### config.mk
export PLATFORM = sky130hd
export DESIGN_NAME = alien_depth_scheduler
export DESIGN_NICKNAME = d
export VERILOG_FILES = /design/src/rtl/alien_depth_scheduler_pkg.sv /design/src/rtl/alien_depth_scheduler_scan_counter.sv /design/src/rtl/alien_depth_scheduler.sv
export SDC_FILE = /design/constraint.sdc
export NUM_CORES = 1
export LEC_CHECK = 0
export CAP_MARGIN = 0
export CORE_MARGIN = 2
export CORE_UTILIZATION = 47
export DETAILED_ROUTE_END_ITERATION = 8
export GPL_ROUTABILITY_DRIVEN = 0
export PLACE_DENSITY = 0.75
export SLEW_MARGIN = 0
export SYNTH_ARGS = -nofsm -noshare
export SYNTH_HDL_FRONTEND = slang
export SYNTH_HIERARCHICAL = 1
export SYNTH_SLANG_ARGS = --single-unit
### constraint.sdc
create_clock -name clk -period 2.8 [get_ports clk]
set_clock_uncertainty 0.05 [all_clocks]
set_input_delay 0.56 -clock clk [delete_from_list [all_inputs] [get_ports clk]]
set_output_delay 0.56 -clock clk [all_outputs]
set_load 0.02 [all_outputs]
### src/rtl/alien_depth_scheduler_pkg.sv
// Shared constants and types for the alien depth scheduler.
// Field layout matches the output interface's datagram unpacking.
package alien_depth_scheduler_pkg;

  localparam int DEF_OBJ_LIMIT = 16;
  localparam int DEF_R_LEVELS  = 16;
  localparam int DEF_R_W       = 4;
  localparam int QUAD_W        = 2;

  // Per-slot field strides inside the packed datagram vectors.
  localparam int ALIEN_R_STRIDE    = DEF_R_W;
  localparam int ALIEN_QUAD_STRIDE = QUAD_W;
  localparam int ALIEN_ACT_STRIDE  = 1;

  typedef enum logic [1:0] {
    IDLE = 2'd0,
    SCAN = 2'd1,
    SWAP = 2'd2
  } sched_state_t;

endpackage

### src/rtl/alien_depth_scheduler_scan_counter.sv
// Nested bucket/slot counter for the depth scan.
// Holds at the terminal pair; the FSM leaves SCAN there.
module depth_scan_counter #(
  parameter int B_W    = 4,
  parameter int I_W    = 4,
  parameter int B_LAST = 15,
  parameter int I_LAST = 15
) (
  input  logic           clk,
  input  logic           rst,
  input  logic           clear,
  input  logic           en,
  output logic [B_W-1:0] b,
  output logic [I_W-1:0] i,
  output logic           last
);

  logic i_wrap;

  assign i_wrap = (i == I_W'(I_LAST));
  assign last   = i_wrap && (b == B_W'(B_LAST));

  always_ff @(posedge clk) begin
    if (rst || clear) begin
      b <= '0;
      i <= '0;
    end else if (en && !last) begin
      if (i_wrap) begin
        i <= '0;
        b <= b + B_W'(1);
      end else begin
        i <= i + I_W'(1);
      end
    end
  end

endmodule

### src/rtl/alien_depth_scheduler.sv
// Front-to-back ordering of one quadrant's aliens, rebuilt each
// vertical blank by bucket scan and published through a double buffer.
module alien_depth_scheduler
  import alien_depth_scheduler_pkg::*;
#(
  parameter logic [QUAD_W-1:0] QUADRANT = '0,
  parameter int OBJ_LIMIT = DEF_OBJ_LIMIT,
  parameter int R_LEVELS  = DEF_R_LEVELS,
  parameter int IDX_W     = $clog2(OBJ_LIMIT)
) (
  input  logic                       clk,
  input  logic                       rst,
  input  logic                       frame_start,
  input  logic [OBJ_LIMIT-1:0]       obj_active,
  input  logic [OBJ_LIMIT*4-1:0]     obj_r,
  input  logic [OBJ_LIMIT*2-1:0]     obj_quadrant,
  output logic [OBJ_LIMIT*IDX_W-1:0] order_idx,
  output logic [IDX_W:0]             order_count,
  output logic                       order_valid,
  output logic                       busy,
  output logic                       swap_done,
  output logic                       overrun
);

  localparam int R_W   = $clog2(R_LEVELS);
  localparam int CNT_W = IDX_W + 1;

  sched_state_t state;

  logic [OBJ_LIMIT-1:0]       snap_active;
  logic [OBJ_LIMIT*4-1:0]     snap_r;
  logic [OBJ_LIMIT*2-1:0]     snap_quad;
  logic [OBJ_LIMIT*IDX_W-1:0] back;
  logic [CNT_W-1:0]           wr_ptr;

  logic [R_W-1:0]    b;
  logic [IDX_W-1:0]  i;
  logic              last;
  logic              accept;
  logic              hit;
  logic [R_W-1:0]    cur_r;
  logic [QUAD_W-1:0] cur_quad;

  assign accept = (state == IDLE) && frame_start;

  depth_scan_counter #(
    .B_W    (R_W),
    .I_W    (IDX_W),
    .B_LAST (R_LEVELS - 1),
    .I_LAST (OBJ_LIMIT - 1)
  ) u_cnt (
    .clk   (clk),
    .rst   (rst),
    .clear (accept),
    .en    (state == SCAN),
    .b     (b),
    .i     (i),
    .last  (last)
  );

  always_comb begin
    cur_r    = snap_r[int'(i)*ALIEN_R_STRIDE +: R_W];
    cur_quad = snap_quad[int'(i)*ALIEN_QUAD_STRIDE +: QUAD_W];
    hit      = (state == SCAN)
            && snap_active[int'(i)*ALIEN_ACT_STRIDE]
            && (cur_quad == QUADRANT)
            && (cur_r == b);
  end

  always_ff @(posedge clk) begin
    if (rst) begin
      state       <= IDLE;
      snap_active <= '0;
      snap_r      <= '0;
      snap_quad   <= '0;
      back        <= '0;
      wr_ptr      <= '0;
      order_idx   <= '0;
      order_count <= '0;
      order_valid <= 1'b0;
      busy        <= 1'b0;
      swap_done   <= 1'b0;
      overrun     <= 1'b0;
    end else begin
      swap_done <= 1'b0;
      overrun   <= 1'b0;
      unique case (state)
        IDLE: begin
          if (frame_start) begin
            snap_active <= obj_active;
            snap_r      <= obj_r;
            snap_quad   <= obj_quadrant;
            back        <= '0;
            wr_ptr      <= '0;
            busy        <= 1'b1;
            state       <= SCAN;
          end
        end
        SCAN: begin
          overrun <= frame_start;
          // Buckets visited in ascending r, slots ascending: stable order.
          if (hit) begin
            back[int'(wr_ptr[IDX_W-1:0])*IDX_W +: IDX_W] <= i;
            wr_ptr <= wr_ptr + CNT_W'(1);
          end
          if (last) begin
            state <= SWAP;
          end
        end
        SWAP: begin
          overrun     <= frame_start;
          order_idx   <= back;
          order_count <= wr_ptr;
          order_valid <= 1'b1;
          swap_done   <= 1'b1;
          busy        <= 1'b0;
          state       <= IDLE;
        end
        default: begin
          state <= IDLE;
        end
      endcase
    end
  end

endmodule

==> impl_metrics.sql, run 1 <==
INSERT INTO impl_metrics (metric_group, metric, value, unit) VALUES
('floorplan', 'die_height', '153.5', 'um'),
('power_and_ir_drop', 'power.leakage', '5.088', 'nW'),
('hold_path', 'end_point_of_the_most_critical_hold_path', 'order_idx[11]$_SDFFE_PP0P_', ''),
('clock_network', 'cts_htree_levels', '1', ''),
('run_status', 'run_status', 'finished with violations', ''),
('floorplan', 'fp.coreArea', '21890', 'um^2'),
('floorplan', 'die_w', '153.5', 'um'),
('clock_network', 'cts_inserted_buffers', '27', ''),
('place', 'dp_hpwl', '18.40', 'mm'),
('global_route', 'grt_pass1_vias', '8696', ''),
('synthesis', 'ys_top_cells_by_area', 'sky130_fd_sc_hd__dfxtp_1 50%, sky130_fd_sc_hd__nand2_1 8.8%, sky130_fd_sc_hd__mux2i_1 8.4%, sky130_fd_sc_hd__a21oi_1 6.2%, sky130_fd_sc_hd__nor2_1 3.5%', ''),
('setup_path', 'timing.rr.end', 'back[50]$_SDFFE_PP0P_', ''),
('hold_path', 'hold_depth', '2', ''),
('detailed_routing', 'detailedRoute.firstIterationViolations', '560', ''),
('detailed_routing', 'remaining_antenna_violation_count', '0', ''),
('sta', 'worst_slew_pin_slew', '0.9364', 'ns'),
('layout', 'mostFrequentLayoutCell', 'sky130_fd_sc_hd__dfxtp_1', ''),
('detailed_routing', 'drt_wl_total', '27.60', 'mm'),
('synthesis', 'number_of_instances_in_the_synthesized_netlist', '1179', ''),
('clock_network', 'cts_max_path_buffers', '3', ''),
('sta', 'timing.final.max_slew_violations', '0', ''),
('synthesis', 'yosys.cell_types.count', '51', ''),
('floorplan', 'fp.dieArea', '23560', 'um^2'),
('setup_path', 'depth_of_the_most_critical_reg_to_reg_path', '14', ''),
('setup_path', 'required', '3.16', 'ns'),
('layout', 'fin_nets', '1501', ''),
('global_route', 'grt_first_pass_wirelength', '43.35', 'mm'),
('setup_path', 'crit_fanout', '16', ''),
('place', 'placement.setup.worst_slack', '-0.4551', 'ns'),
('sta', 'finalHoldViolCount', '0', ''),
('synthesis', 'dominantRegCellSynth', 'sky130_fd_sc_hd__dfxtp_1', ''),
('floorplan', 'io-pin-count', '188', ''),
('layout', 'antenna-diode-count', '0', ''),
('synthesis', 'synth-warning-count', '6', ''),
('synthesis', 'synth.cell_area', '10500', 'um^2'),
('setup_path', 'setup.worst_path.start_class', 'flop', ''),
('setup_path', 'worstSetupEndpointType', 'flop', ''),
('clock_network', 'clk_root_buffer_cell', 'sky130_fd_sc_hd__clkbuf_16', ''),
('global_route', 'global_route.usage.total', '22.02', '%'),
('layout', 'final_cell_count_without_fillers', '1675', ''),
('global_route', 'grt_remaining_overflow', '0', ''),
('setup_path', 'data_arrival_at_the_endpoint_of_the_critical_path', '3.30', 'ns'),
('sta', 'setup_viol', '68', ''),
('detailed_routing', 'vias_per_cell', '5.393', ''),
('sta', 'period_share', '105.0', '%'),
('global_route', 'largest_net_degree_at_the_start_of_global_routing', '114', ''),
('sta', 'fin_setup_tns', '-5.235', 'ns'),
('floorplan', 'row_count', '54', ''),
('detailed_routing', 'route.vias.total', '9034', ''),
('synthesis', 'ys_ff_latch', '264', ''),
('layout', 'final_layout_size_suffix_gt1_share', '11.04', '%'),
('floorplan', 'initial_utilization', '47.98', '%'),
('synthesis', 'avgSynthCellArea', '8.909', 'um^2'),
('setup_path', 'criticalPathCategory', 'flop to flop', ''),
('clock_network', 'post_cts_hold_buffer_count', '0', ''),
('synthesis', 'synth-seq-area-share', '50.32', '%'),
('synthesis', 'synth-async-reset-ratio', '0', '%'),
('detailed_routing', 'drt_first_pass_iters', '5', ''),
('clock_network', 'tritoncts', 'built', ''),
('clock_network', 'clk_transition_reported_paths', '0.06', 'ns'),
('run_status', 'violations', 'negative setup slack', ''),
('synthesis', 'synth-edff-count', '0', ''),
('detailed_routing', 'detail_route.drc_violations', '0', ''),
('hold_path', 'min_path_type', 'input pin to flop', ''),
('sta', 'period_needed', '2.939', 'ns'),
('power_and_ir_drop', 'total_power', '8.754', 'mW'),
('sta', 'post-route-worst-setup-slack', '-0.1388', 'ns'),
('layout', 'area_growth', '35.51', '%'),
('place', 'numPortBuffers', '187', ''),
('clock_network', 'clock_latency', '0.53', 'ns'),
('sta', 'rsz_0062_raised_after_global_routing', 'true', '');
## synth_stat cells, drive strengths merged (2+ instances only)
cell and count:
mux2i 88, a22o 16, nand4 5, buf 24, a2111oi 3, nor2b 10, o2bb2ai 12, nor4 5
o21ai 4, nand2b 7, and2 3, or3 2, mux4 13, inv 42, clkbuf 56, o21bai 2
nor4bb 5, xnor2 4, and4 2, a21oi 130, nand2 247, a311oi 2, a211oi 3, xor2 6
ha 11, nor2 97, a21o 10, nand3 36, and3 3, a31oi 3, nor4b 10, dfxtp 264
nor3 13, o22ai 32
## where the power goes
part           leakage (nW)  switching [mW]  internal, mW  total, mW
clock network         0.497            1.48          2.57       4.05
logic                  2.45           0.401         0.371      0.772
registers              2.15          0.0643          3.87       3.93
total                  5.09            1.94          6.81       8.75
## timing repair
item                                    CTS  global route
pin swaps                                17             7
buffers inserted                          8             2
gates resized for setup                  30            18
endpoints found under the setup margin   69            69
cloned                                    2             0
## flip-flops by register name (all words and copies together), names as in the netlist, 4 cells and up
signal / flops
back: 64
order_count: 5
order_idx: 64
snap_active: 16
snap_quad: 32
snap_r: 64
u_cnt/b: 4
u_cnt/i: 4
wr_ptr: 5
## kinds of logic after synthesis
logic type	count (synthesis)	synth area share (%)
adder cells (fa/ha/maj)	11	1.310
AO/OA/AOI/OAI	222	12.91
buffers and inverters	123	4.991
XOR/XNOR	10	0.8338
flip-flops	264	50.32
multiplexers	101	11.17
AND/OR/NAND/NOR	448	18.46
## worst max-delay path by stage
stage	to	cells past startpoint	startpoint	slack (ns)
after detailed placement	back[6]$_SDFFE_PP0P_	10	frame_start	-0.46
after CTS	back[6]$_SDFFE_PP0P_	11	u_cnt/i[0]$_SDFFE_PP0P_	-0.14
after global routing	back[50]$_SDFFE_PP0P_	12	u_cnt/i[1]$_SDFFE_PP0P_	-0.26
final	back[50]$_SDFFE_PP0P_	14	u_cnt/i[0]$_SDFFE_PP0P_	-0.14
after floorplan	back[28]$_SDFFE_PP0P_	11	u_cnt/i[1]$_SDFFE_PP0P_	-0.005
after global placement	back[4]$_SDFFE_PP0P_	10	frame_start	-0.33
## routing by layer
metal	vias to the layer above	track usage, %	share of wire [%]
met2	302	38.29	50
met4	0	6.466	2.3
met5	-	0	0
met3	51	4.171	6.1
met1	4248	27.89	42
li1	4433	-	-
## final cells by class
class                   count  area, um^2
clock buffers              38       777.0
clock inverters            11       234.0
fillers                  1805        7657
inverters                  43       162.7
multi-input cells         792        4933
flip-flops and latches    264        5290
well taps                 280       350.3
repair buffers            247        2486
## through the flow
| step | hold slack, ns | utilization [%] | area, um^2 |
|---|---|---|---|
| after CTS | 0.3619 | 64.39 | 14090 |
| after global routing | 0.3844 | 65.02 | 14230 |
| after floorplan | 0.3762 | - | 10510 |
| after global placement | 0.3897 | 58.58 | 12820 |
| final | 0.3671 | 65.02 | 14230 |
| after detailed placement | 0.3948 | 58.58 | 12820 |
## worst max-delay path, cell delays in order, from the launching register on
cell and delay (ns):
sky130_fd_sc_hd__dfxtp_4 0.38, sky130_fd_sc_hd__buf_6 0.14, sky130_fd_sc_hd__buf_6 0.12, sky130_fd_sc_hd__buf_4 0.14, sky130_fd_sc_hd__nand2_1 0.06, sky130_fd_sc_hd__nor3_1 0.05
sky130_fd_sc_hd__nor4_1 0.38, sky130_fd_sc_hd__buf_4 0.19, sky130_fd_sc_hd__a211oi_2 0.08, sky130_fd_sc_hd__a2111oi_4 0.35, sky130_fd_sc_hd__buf_6 0.17, sky130_fd_sc_hd__buf_12 0.15
sky130_fd_sc_hd__nand3_1 0.07, sky130_fd_sc_hd__a21o_1 0.22, sky130_fd_sc_hd__a22o_1 0.25
Note: power is estimated with default switching activity, not from simulation.
==> run 2: changes to the inputs <==
--- a/config.mk
+++ b/config.mk
@@ -5,13 +5,14 @@
 export SDC_FILE = /design/constraint.sdc
 export NUM_CORES = 1
 export LEC_CHECK = 0
+export ABC_CLOCK_PERIOD_IN_PS = 2800
 export CAP_MARGIN = 0
 export CORE_MARGIN = 2
 export CORE_UTILIZATION = 47
 export DETAILED_ROUTE_END_ITERATION = 8
 export GPL_ROUTABILITY_DRIVEN = 0
-export PLACE_DENSITY = 0.75
-export SLEW_MARGIN = 0
+export PLACE_DENSITY_LB_ADDON = 0.05
+export SLEW_MARGIN = 20
 export SYNTH_ARGS = -nofsm -noshare
 export SYNTH_HDL_FRONTEND = slang
 export SYNTH_HIERARCHICAL = 1
==> run 2 against run 1 <==
Highest routed layer unchanged; sequential power about the same; combinational power rose by 3.5%; critical path depth decreased by 2; largest power group is now registers; fmax shrank 1.6%; sequential share of layout area down 0.22 points; setup slack got worse by 0.049 ns; the run still ends with negative setup slack left; global-route usage fell by 0.056 points.
==> impl_metrics.sql, run 2 (synthesized netlist as in run 1, its figures left out) <==
INSERT INTO impl_metrics (metric_group, metric, value, unit) VALUES
('floorplan', 'die_w', '153.5', 'um'),
('detailed_routing', 'post_drt_wl_per_cell', '16.38', 'um'),
('power_and_ir_drop', 'power.density', '595.7', 'nW/um^2'),
('setup_path', 'timing.critical_path.cells', 'buf_12 -> buf_12 -> mux4_2 -> mux2i_4 -> mux2i_1 -> xor2_1 -> a2111oi_4 -> buf_6 -> clkbuf_16 -> nand3_2 -> a21o_1 -> a21o_1', ''),
('place', 'numPortBuffers', '187', ''),
('global_route', 'largest_net_degree_at_the_start_of_global_routing', '113', ''),
('setup_path', 'depth_of_the_most_critical_reg_to_reg_path', '12', ''),
('floorplan', 'io-pin-count', '188', ''),
('setup_path', 'crit_path_max_incr_delay', '0.51', 'ns'),
('setup_path', 'criticalPathCategory', 'flop to flop', ''),
('sta', 'timing.final.max_slew_violations', '0', ''),
('clock_network', 'clock_latency', '0.53', 'ns'),
('floorplan', 'row_count', '54', ''),
('detailed_routing', 'drt_first_pass_iters', '5', ''),
('sta', 'max_clock_freq', '0.3347', 'GHz'),
('setup_path', 'reg2reg_setup_slack', '-0.19', 'ns'),
('setup_path', 'required', '3.17', 'ns'),
('clock_network', 'clk_root_buffer_cell', 'sky130_fd_sc_hd__clkbuf_16', ''),
('run_status', 'violations', 'negative setup slack', ''),
('detailed_routing', 'route.vias.total', '8875', ''),
('detailed_routing', 'drt_wl_total', '27.44', 'mm'),
('setup_path', 'crit_fanout', '7', ''),
('layout', 'top_regs', 'back x64, order_idx x64, snap_r x64', ''),
('global_route', 'global_route.usage.total', '21.96', '%'),
('sta', 'setup_viol', '66', ''),
('clock_network', 'cts_max_path_buffers', '3', ''),
('global_route', 'grt_first_pass_wirelength', '42.96', 'mm'),
('layout', 'area_growth', '36.38', '%'),
('power_and_ir_drop', 'vdd_drop_max', '0.0003911', 'V'),
('sta', 'post-route-worst-setup-slack', '-0.1875', 'ns'),
('setup_path', 'timing.rr.end', 'back[8]$_SDFFE_PP0P_', ''),
('power_and_ir_drop', 'total_power', '8.534', 'mW'),
('run_status', 'run_status', 'finished with violations', ''),
('setup_path', 'setup.worst_path.start_class', 'flop', ''),
('setup_path', 'crit_path_top_delay_cell', 'sky130_fd_sc_hd__mux4_2', ''),
('detailed_routing', 'detailedRoute.firstIterationViolations', '427', ''),
('floorplan', 'fp.dieArea', '23560', 'um^2'),
('sta', 'period_share', '106.7', '%'),
('layout', 'utilization', '65.44', '%'),
('sta', 'period_needed', '2.988', 'ns'),
('clock_network', 'cts_num_sinks', '264', ''),
('global_route', 'grt_pass1_vias', '8269', ''),
('clock_network', 'clk_transition_reported_paths', '0.06', 'ns'),
('setup_path', 'r2r_start', 'u_cnt/i[0]$_SDFFE_PP0P_', ''),
('floorplan', 'fp.coreArea', '21890', 'um^2'),
('setup_path', 'critical_path_origin', 'u_cnt/i[0]$_SDFFE_PP0P_', ''),
('hold_path', 'min_path_type', 'input pin to flop', ''),
('floorplan', 'initial_utilization', '47.98', '%'),
('clock_network', 'cts_inserted_buffers', '28', ''),
('layout', 'mostFrequentLayoutCell', 'sky130_fd_sc_hd__dfxtp_1', ''),
('sta', 'timing.slew.headroom', '12.06', '%'),
('place', 'dp_hpwl', '18.71', 'mm'),
('clock_network', 'tritoncts', 'built', ''),
('layout', 'antenna-diode-count', '0', ''),
('detailed_routing', 'detail_route.drc_violations', '0', ''),
('layout', 'final_layout_size_suffix_gt1_share', '12.19', '%'),
('power_and_ir_drop', 'power.leakage', '5.077', 'nW'),
('setup_path', 'data_arrival_at_the_endpoint_of_the_critical_path', '3.36', 'ns'),
('detailed_routing', 'vias_per_cell', '5.299', ''),
('run', 'drv.max_cap_violation_count', '0', ''),
('setup_path', 'worstSetupEndpointType', 'flop', ''),
('floorplan', 'die_height', '153.5', 'um'),
('clock_network', 'post_cts_hold_buffer_count', '0', ''),
('sta', 'worst_slew_pin_slew', '1.313', 'ns'),
('global_route', 'number_of_antenna_violations_at_the_first_check_in_global_routing', '1', ''),
('clock_network', 'cts_htree_levels', '1', ''),
('layout', 'most-common-layout-cells', '262 x sky130_fd_sc_hd__dfxtp_1, 246 x sky130_fd_sc_hd__nand2_1, 186 x sky130_fd_sc_hd__clkdlybuf4s50_1', ''),
('setup_path', 'crit_end', 'back[8]$_SDFFE_PP0P_', ''),
('sta', 'rsz_0062_raised_after_global_routing', 'true', ''),
('sta', 'finalHoldViolCount', '0', ''),
('layout', 'fin_nets', '1501', ''),
('detailed_routing', 'remaining_antenna_violation_count', '0', ''),
('global_route', 'grt_remaining_overflow', '0', ''),
('sta', 'fin_setup_tns', '-9.076', 'ns');
-- run 2: layout make-up --
class | count | area (um^2)
fillers | 1844 | 7566
repair buffers | 246 | 2549
flip-flops and latches | 264 | 5293
inverters | 43 | 162.7
well taps | 280 | 350.3
clock inverters | 9 | 120.1
clock buffers | 41 | 840.8
multi-input cells | 792 | 5010
-- run 2: how the worst min path moves through the flow --
stage | cells past startpoint | to | from
2_1_floorplan | 1 | back[10]$_SDFFE_PP0P_ | back[10]$_SDFFE_PP0P_
3_3_place_gp | 2 | snap_active[5]$_SDFFE_PP0P_ | snap_active[5]$_SDFFE_PP0P_
3_5_place_dp | 2 | snap_active[5]$_SDFFE_PP0P_ | snap_active[5]$_SDFFE_PP0P_
4_1_cts | 2 | order_idx[11]$_SDFFE_PP0P_ | rst
5_1_grt | 2 | order_idx[11]$_SDFFE_PP0P_ | rst
6_report | 2 | order_idx[11]$_SDFFE_PP0P_ | rst
-- run 2: per-stage QoR --
stage               hold WS, ns  worst slack (ns)  cell area, um^2  instances
global placement         0.3884           -0.3052            12820       1610
finish                   0.2285           -0.1875            14330       1675
floorplan                0.3762         -0.004638            10510       1179
CTS                      0.2013           -0.1723            13950       1668
detailed placement       0.3918           -0.4038            12820       1610
global route             0.2307           -0.3200            14330       1675
-- run 2: per-layer routing --
layer | wire length, um | global-route usage (%)
met2 | 13120 | 37.82
met4 | 1063 | 7.208
met3 | 1242 | 3.213
met5 | 0 | 0
met1 | 12020 | 28.42
-- run 2: what timing repair did --
action                                  CTS  global route
gates cloned                              2             2
resized for setup                        16            48
pin swaps                                 4            42
endpoints found under the setup margin   69            69
setup buffers                             6             5
-- run 2: where the power goes --
| group | internal (mW) | total [mW] | switching [mW] |
|---|---|---|---|
| clock | 2.34 | 3.81 | 1.47 |
| combinational | 0.393 | 0.799 | 0.406 |
| sequential | 3.87 | 3.93 | 0.0603 |
-- run 2: critical path: cells and delay by family, from the launching register on --
family / cells / cell delay [ns]
AO/OA/AOI/OAI: 3 / 0.71
AND/OR/NAND/NOR: 1 / 0.07
multiplexers: 3 / 0.84
buffers and inverters: 4 / 0.62
flip-flops: 1 / 0.41
XOR/XNOR: 1 / 0.18
==> run 3: changes to the inputs <==
--- a/config.mk
+++ b/config.mk
@@ -6,12 +6,13 @@
 export NUM_CORES = 1
 export LEC_CHECK = 0
 export ABC_CLOCK_PERIOD_IN_PS = 2800
-export CAP_MARGIN = 0
+export CELL_PAD_IN_SITES_DETAIL_PLACEMENT = 0
+export CELL_PAD_IN_SITES_GLOBAL_PLACEMENT = 2
 export CORE_MARGIN = 2
-export CORE_UTILIZATION = 47
+export CORE_UTILIZATION = 29
 export DETAILED_ROUTE_END_ITERATION = 8
 export GPL_ROUTABILITY_DRIVEN = 0
-export PLACE_DENSITY_LB_ADDON = 0.05
+export PLACE_DENSITY_LB_ADDON = 0.1
 export SLEW_MARGIN = 20
 export SYNTH_ARGS = -nofsm -noshare
 export SYNTH_HDL_FRONTEND = slang
==> run 3 against run 2 <==
The flow finishes with violations (design-rule violations, negative setup slack); highest routed layer unchanged; sequential power about the same; clock power about the same; utilization down 24 points; first-iteration DRC count down 0.70%; setup slack got worse by 0.013 ns; final area grew 2.4%; total power grew 0.28%; global-route usage shrank 5.4 points; final cell count rose by 12%; die area is 60% higher; count of clock-buffer cells in the layout is 6 higher; largest cell class unchanged.
==> impl_metrics.sql, run 3 (synthesized netlist as in run 1, its figures left out) <==
INSERT INTO impl_metrics (metric_group, metric, value, unit) VALUES
('sta', 'post-route-worst-setup-slack', '-0.2001', 'ns'),
('detailed_routing', 'drt_first_pass_iters', '8', ''),
('detailed_routing', 'post_drt_wl_per_cell', '17.15', 'um'),
('setup_path', 'reg2reg_setup_slack', '-0.20', 'ns'),
('clock_network', 'cts_max_path_buffers', '3', ''),
('place', 'numPortBuffers', '187', ''),
('detailed_routing', 'detail_route.drc_violations', '5', ''),
('setup_path', 'r2r_start', 'u_cnt/i[0]$_SDFFE_PP0P_', ''),
('detailed_routing', 'vias_per_cell', '4.670', ''),
('clock_network', 'clk_root_buffer_cell', 'sky130_fd_sc_hd__clkbuf_16', ''),
('layout', 'final_layout_size_suffix_gt1_share', '13.13', '%'),
('floorplan', 'initial_utilization', '29.46', '%'),
('sta', 'timing.final.max_slew_violations', '0', ''),
('global_route', 'number_of_antenna_violations_at_the_first_check_in_global_routing', '0', ''),
('run', 'drv.max_cap_violation_count', '0', ''),
('global_route', 'global_route.usage.total', '16.57', '%'),
('layout', 'mostFrequentLayoutCell', 'sky130_fd_sc_hd__dfxtp_1', ''),
('layout', 'utilization', '41.13', '%'),
('clock_network', 'cts_inserted_buffers', '30', ''),
('layout', 'fin_nets', '1519', ''),
('global_route', 'grt_remaining_overflow', '0', ''),
('floorplan', 'fp.coreArea', '35660', 'um^2'),
('clock_network', 'clock_latency', '0.57', 'ns'),
('sta', 'finalHoldViolCount', '0', ''),
('setup_path', 'criticalPathCategory', 'flop to flop', ''),
('global_route', 'grt_pass1_vias', '8830', ''),
('setup_path', 'worstSetupEndpointType', 'flop', ''),
('setup_path', 'data_arrival_at_the_endpoint_of_the_critical_path', '3.42', 'ns'),
('power_and_ir_drop', 'total_power', '8.558', 'mW'),
('detailed_routing', 'detailedRoute.firstIterationViolations', '424', ''),
('floorplan', 'io-pin-count', '188', ''),
('setup_path', 'critical_path_depth', '11', ''),
('detailed_routing', 'route.vias.total', '8770', ''),
('clock_network', 'clk_transition_reported_paths', '0.06', 'ns'),
('place', 'dp_hpwl', '22.06', 'mm'),
('floorplan', 'die_height', '194.3', 'um'),
('layout', 'most-common-layout-cells', '261 x sky130_fd_sc_hd__dfxtp_1, 243 x sky130_fd_sc_hd__nand2_1, 186 x sky130_fd_sc_hd__clkdlybuf4s50_1', ''),
('sta', 'worst_slew_pin_slew', '1.017', 'ns'),
('global_route', 'largest_net_degree_at_the_start_of_global_routing', '113', ''),
('setup_path', 'crit_end', 'back[4]$_SDFFE_PP0P_', ''),
('global_route', 'grt_first_pass_wirelength', '50.07', 'mm'),
('setup_path', 'setup.worst_path.start_class', 'flop', ''),
('run_status', 'violations', 'design-rule violations, negative setup slack', ''),
('place', 'placement.cell_area', '13210', 'um^2'),
('setup_path', 'timing.rr.end', 'back[4]$_SDFFE_PP0P_', ''),
('setup_path', 'timing.critical_path.cells', 'buf_6 -> mux4_2 -> mux2i_2 -> xor2_1 -> o211ai_1 -> a2111oi_4 -> buf_6 -> buf_12 -> nand3_2 -> a21o_1 -> a22o_1', ''),
('floorplan', 'row_count', '69', ''),
('power_and_ir_drop', 'power.density', '583.5', 'nW/um^2'),
('detailed_routing', 'remaining_antenna_violation_count', '0', ''),
('floorplan', 'die_w', '194.3', 'um'),
('layout', 'nFillCells', '3624', ''),
('sta', 'rsz_0062_raised_after_global_routing', 'true', ''),
('power_and_ir_drop', 'vdd_drop_max', '0.0004247', 'V'),
('setup_path', 'worst_path_most_repeated_cell', 'sky130_fd_sc_hd__buf_6', ''),
('sta', 'max_clock_freq', '0.3333', 'GHz'),
('clock_network', 'tritoncts', 'built', ''),
('sta', 'timing.slew.headroom', '32.22', '%'),
('setup_path', 'crit_fanout', '7', ''),
('setup_path', 'depth_of_the_most_critical_reg_to_reg_path', '11', ''),
('clock_network', 'cts_htree_levels', '1', ''),
('setup_path', 'cp_num_buf_inv', '3', ''),
('hold_path', 'hp-start', 'rst', ''),
('detailed_routing', 'drt_wl_total', '32.20', 'mm'),
('power_and_ir_drop', 'power.leakage', '5.164', 'nW'),
('floorplan', 'fp.dieArea', '37760', 'um^2'),
('hold_path', 'hold_depth', '2', ''),
('setup_path', 'crit_path_max_incr_delay', '0.50', 'ns'),
('setup_path', 'worst_path_dominant_cell_family', 'compound AO/OA/AOI/OAI gates', ''),
('place', 'placement.setup.worst_slack', '-0.5171', 'ns'),
('layout', 'fin_area', '14670', 'um^2'),
('setup_path', 'required', '3.22', 'ns'),
('clock_network', 'cts_num_sinks', '264', ''),
('hold_path', 'min_path_type', 'input pin to flop', ''),
('layout', 'final_cell_count_without_fillers', '1878', ''),
('layout', 'top_regs', 'back x64, order_idx x64, snap_r x64', ''),
('place', 'cells_after_dpl', '1811', ''),
('sta', 'period_needed', '3.000', 'ns'),
('sta', 'setup_viol', '69', ''),
('clock_network', 'post_cts_hold_buffer_count', '0', ''),
('layout', 'area_growth', '39.63', '%'),
('setup_path', 'critical_path_origin', 'u_cnt/i[0]$_SDFFE_PP0P_', ''),
('layout', 'antenna-diode-count', '0', ''),
('setup_path', 'crit_path_top_delay_cell', 'sky130_fd_sc_hd__mux4_2', ''),
('sta', 'period_share', '107.1', '%'),
('run_status', 'run_status', 'finished with violations', '');
run 3: cell count changes in the layout (fill, tap and decap cells not counted), sizes merged:
cell	change
bufinv	-2
clkinv	+2
buf	+17
clkbuf	+5
run 3: worst register-to-register path: cells and delay by family (launching register included):
kind                      cells  cell delay, ns
xor gates and xnor gates      1            0.16
and+or+nand+nor               1            0.07
muxes                         2            0.70
DFF                           1            0.40
buffers and inverters         3            0.49
AOI/OAI and AO/OA             4            1.05
run 3: area by class of cell:
type                    count  area (um^2)  area share (%)
flip-flops and latches    264         5294           36.09
multi-input cells         792         5021           34.23
repair buffers            262         2656           18.11
clock buffers              47        874.6           5.963
well taps                 461        576.8           3.933
inverters                  43        162.7           1.109
clock inverters             9        81.33          0.5545
run 3: worst min path at each step:
stage / slack, ns / end
after CTS: 0.20 / order_idx[50]$_SDFFE_PP0P_
after detailed placement: 0.40 / snap_r[14]$_SDFFE_PP0P_
after floorplan: 0.38 / back[10]$_SDFFE_PP0P_
after global routing: 0.23 / order_idx[50]$_SDFFE_PP0P_
final: 0.22 / order_idx[50]$_SDFFE_PP0P_
after global placement: 0.39 / snap_r[24]$_SDFFE_PP0P_
run 3: stage by stage:
step	hold slack, ns	TNS [ns]
finish	0.2201	-9.340
floorplan	0.3762	-0.02235
global placement	0.3911	-36.97
CTS	0.2014	-11.96
detailed placement	0.3957	-30.67
global route	0.2293	-17.22
run 3: layer usage:
| layer | global-route usage, % | up-vias | wire length, um |
|---|---|---|---|
| met1 | 21.69 | 4081 | 14820 |
| met2 | 28.78 | 176 | 15620 |
| met3 | 2.499 | 42 | 1124 |
| met5 | 0 | - | 0 |
| met4 | 3.818 | 0 | 639 |
| li1 | - | 4471 | - |
run 3: timing repair:
action / 4_1_cts / 5_1_grt
buffers inserted: 5 / 4
cloned: 2 / 1
pin swaps: 37 / 18
resized for setup: 37 / 34
setup endpoints to repair: 69 / 69
run 3: where the power goes:
part           switching (mW)  internal [mW]
clock                    1.59           2.23
sequential             0.0636           3.87
combinational           0.421          0.385
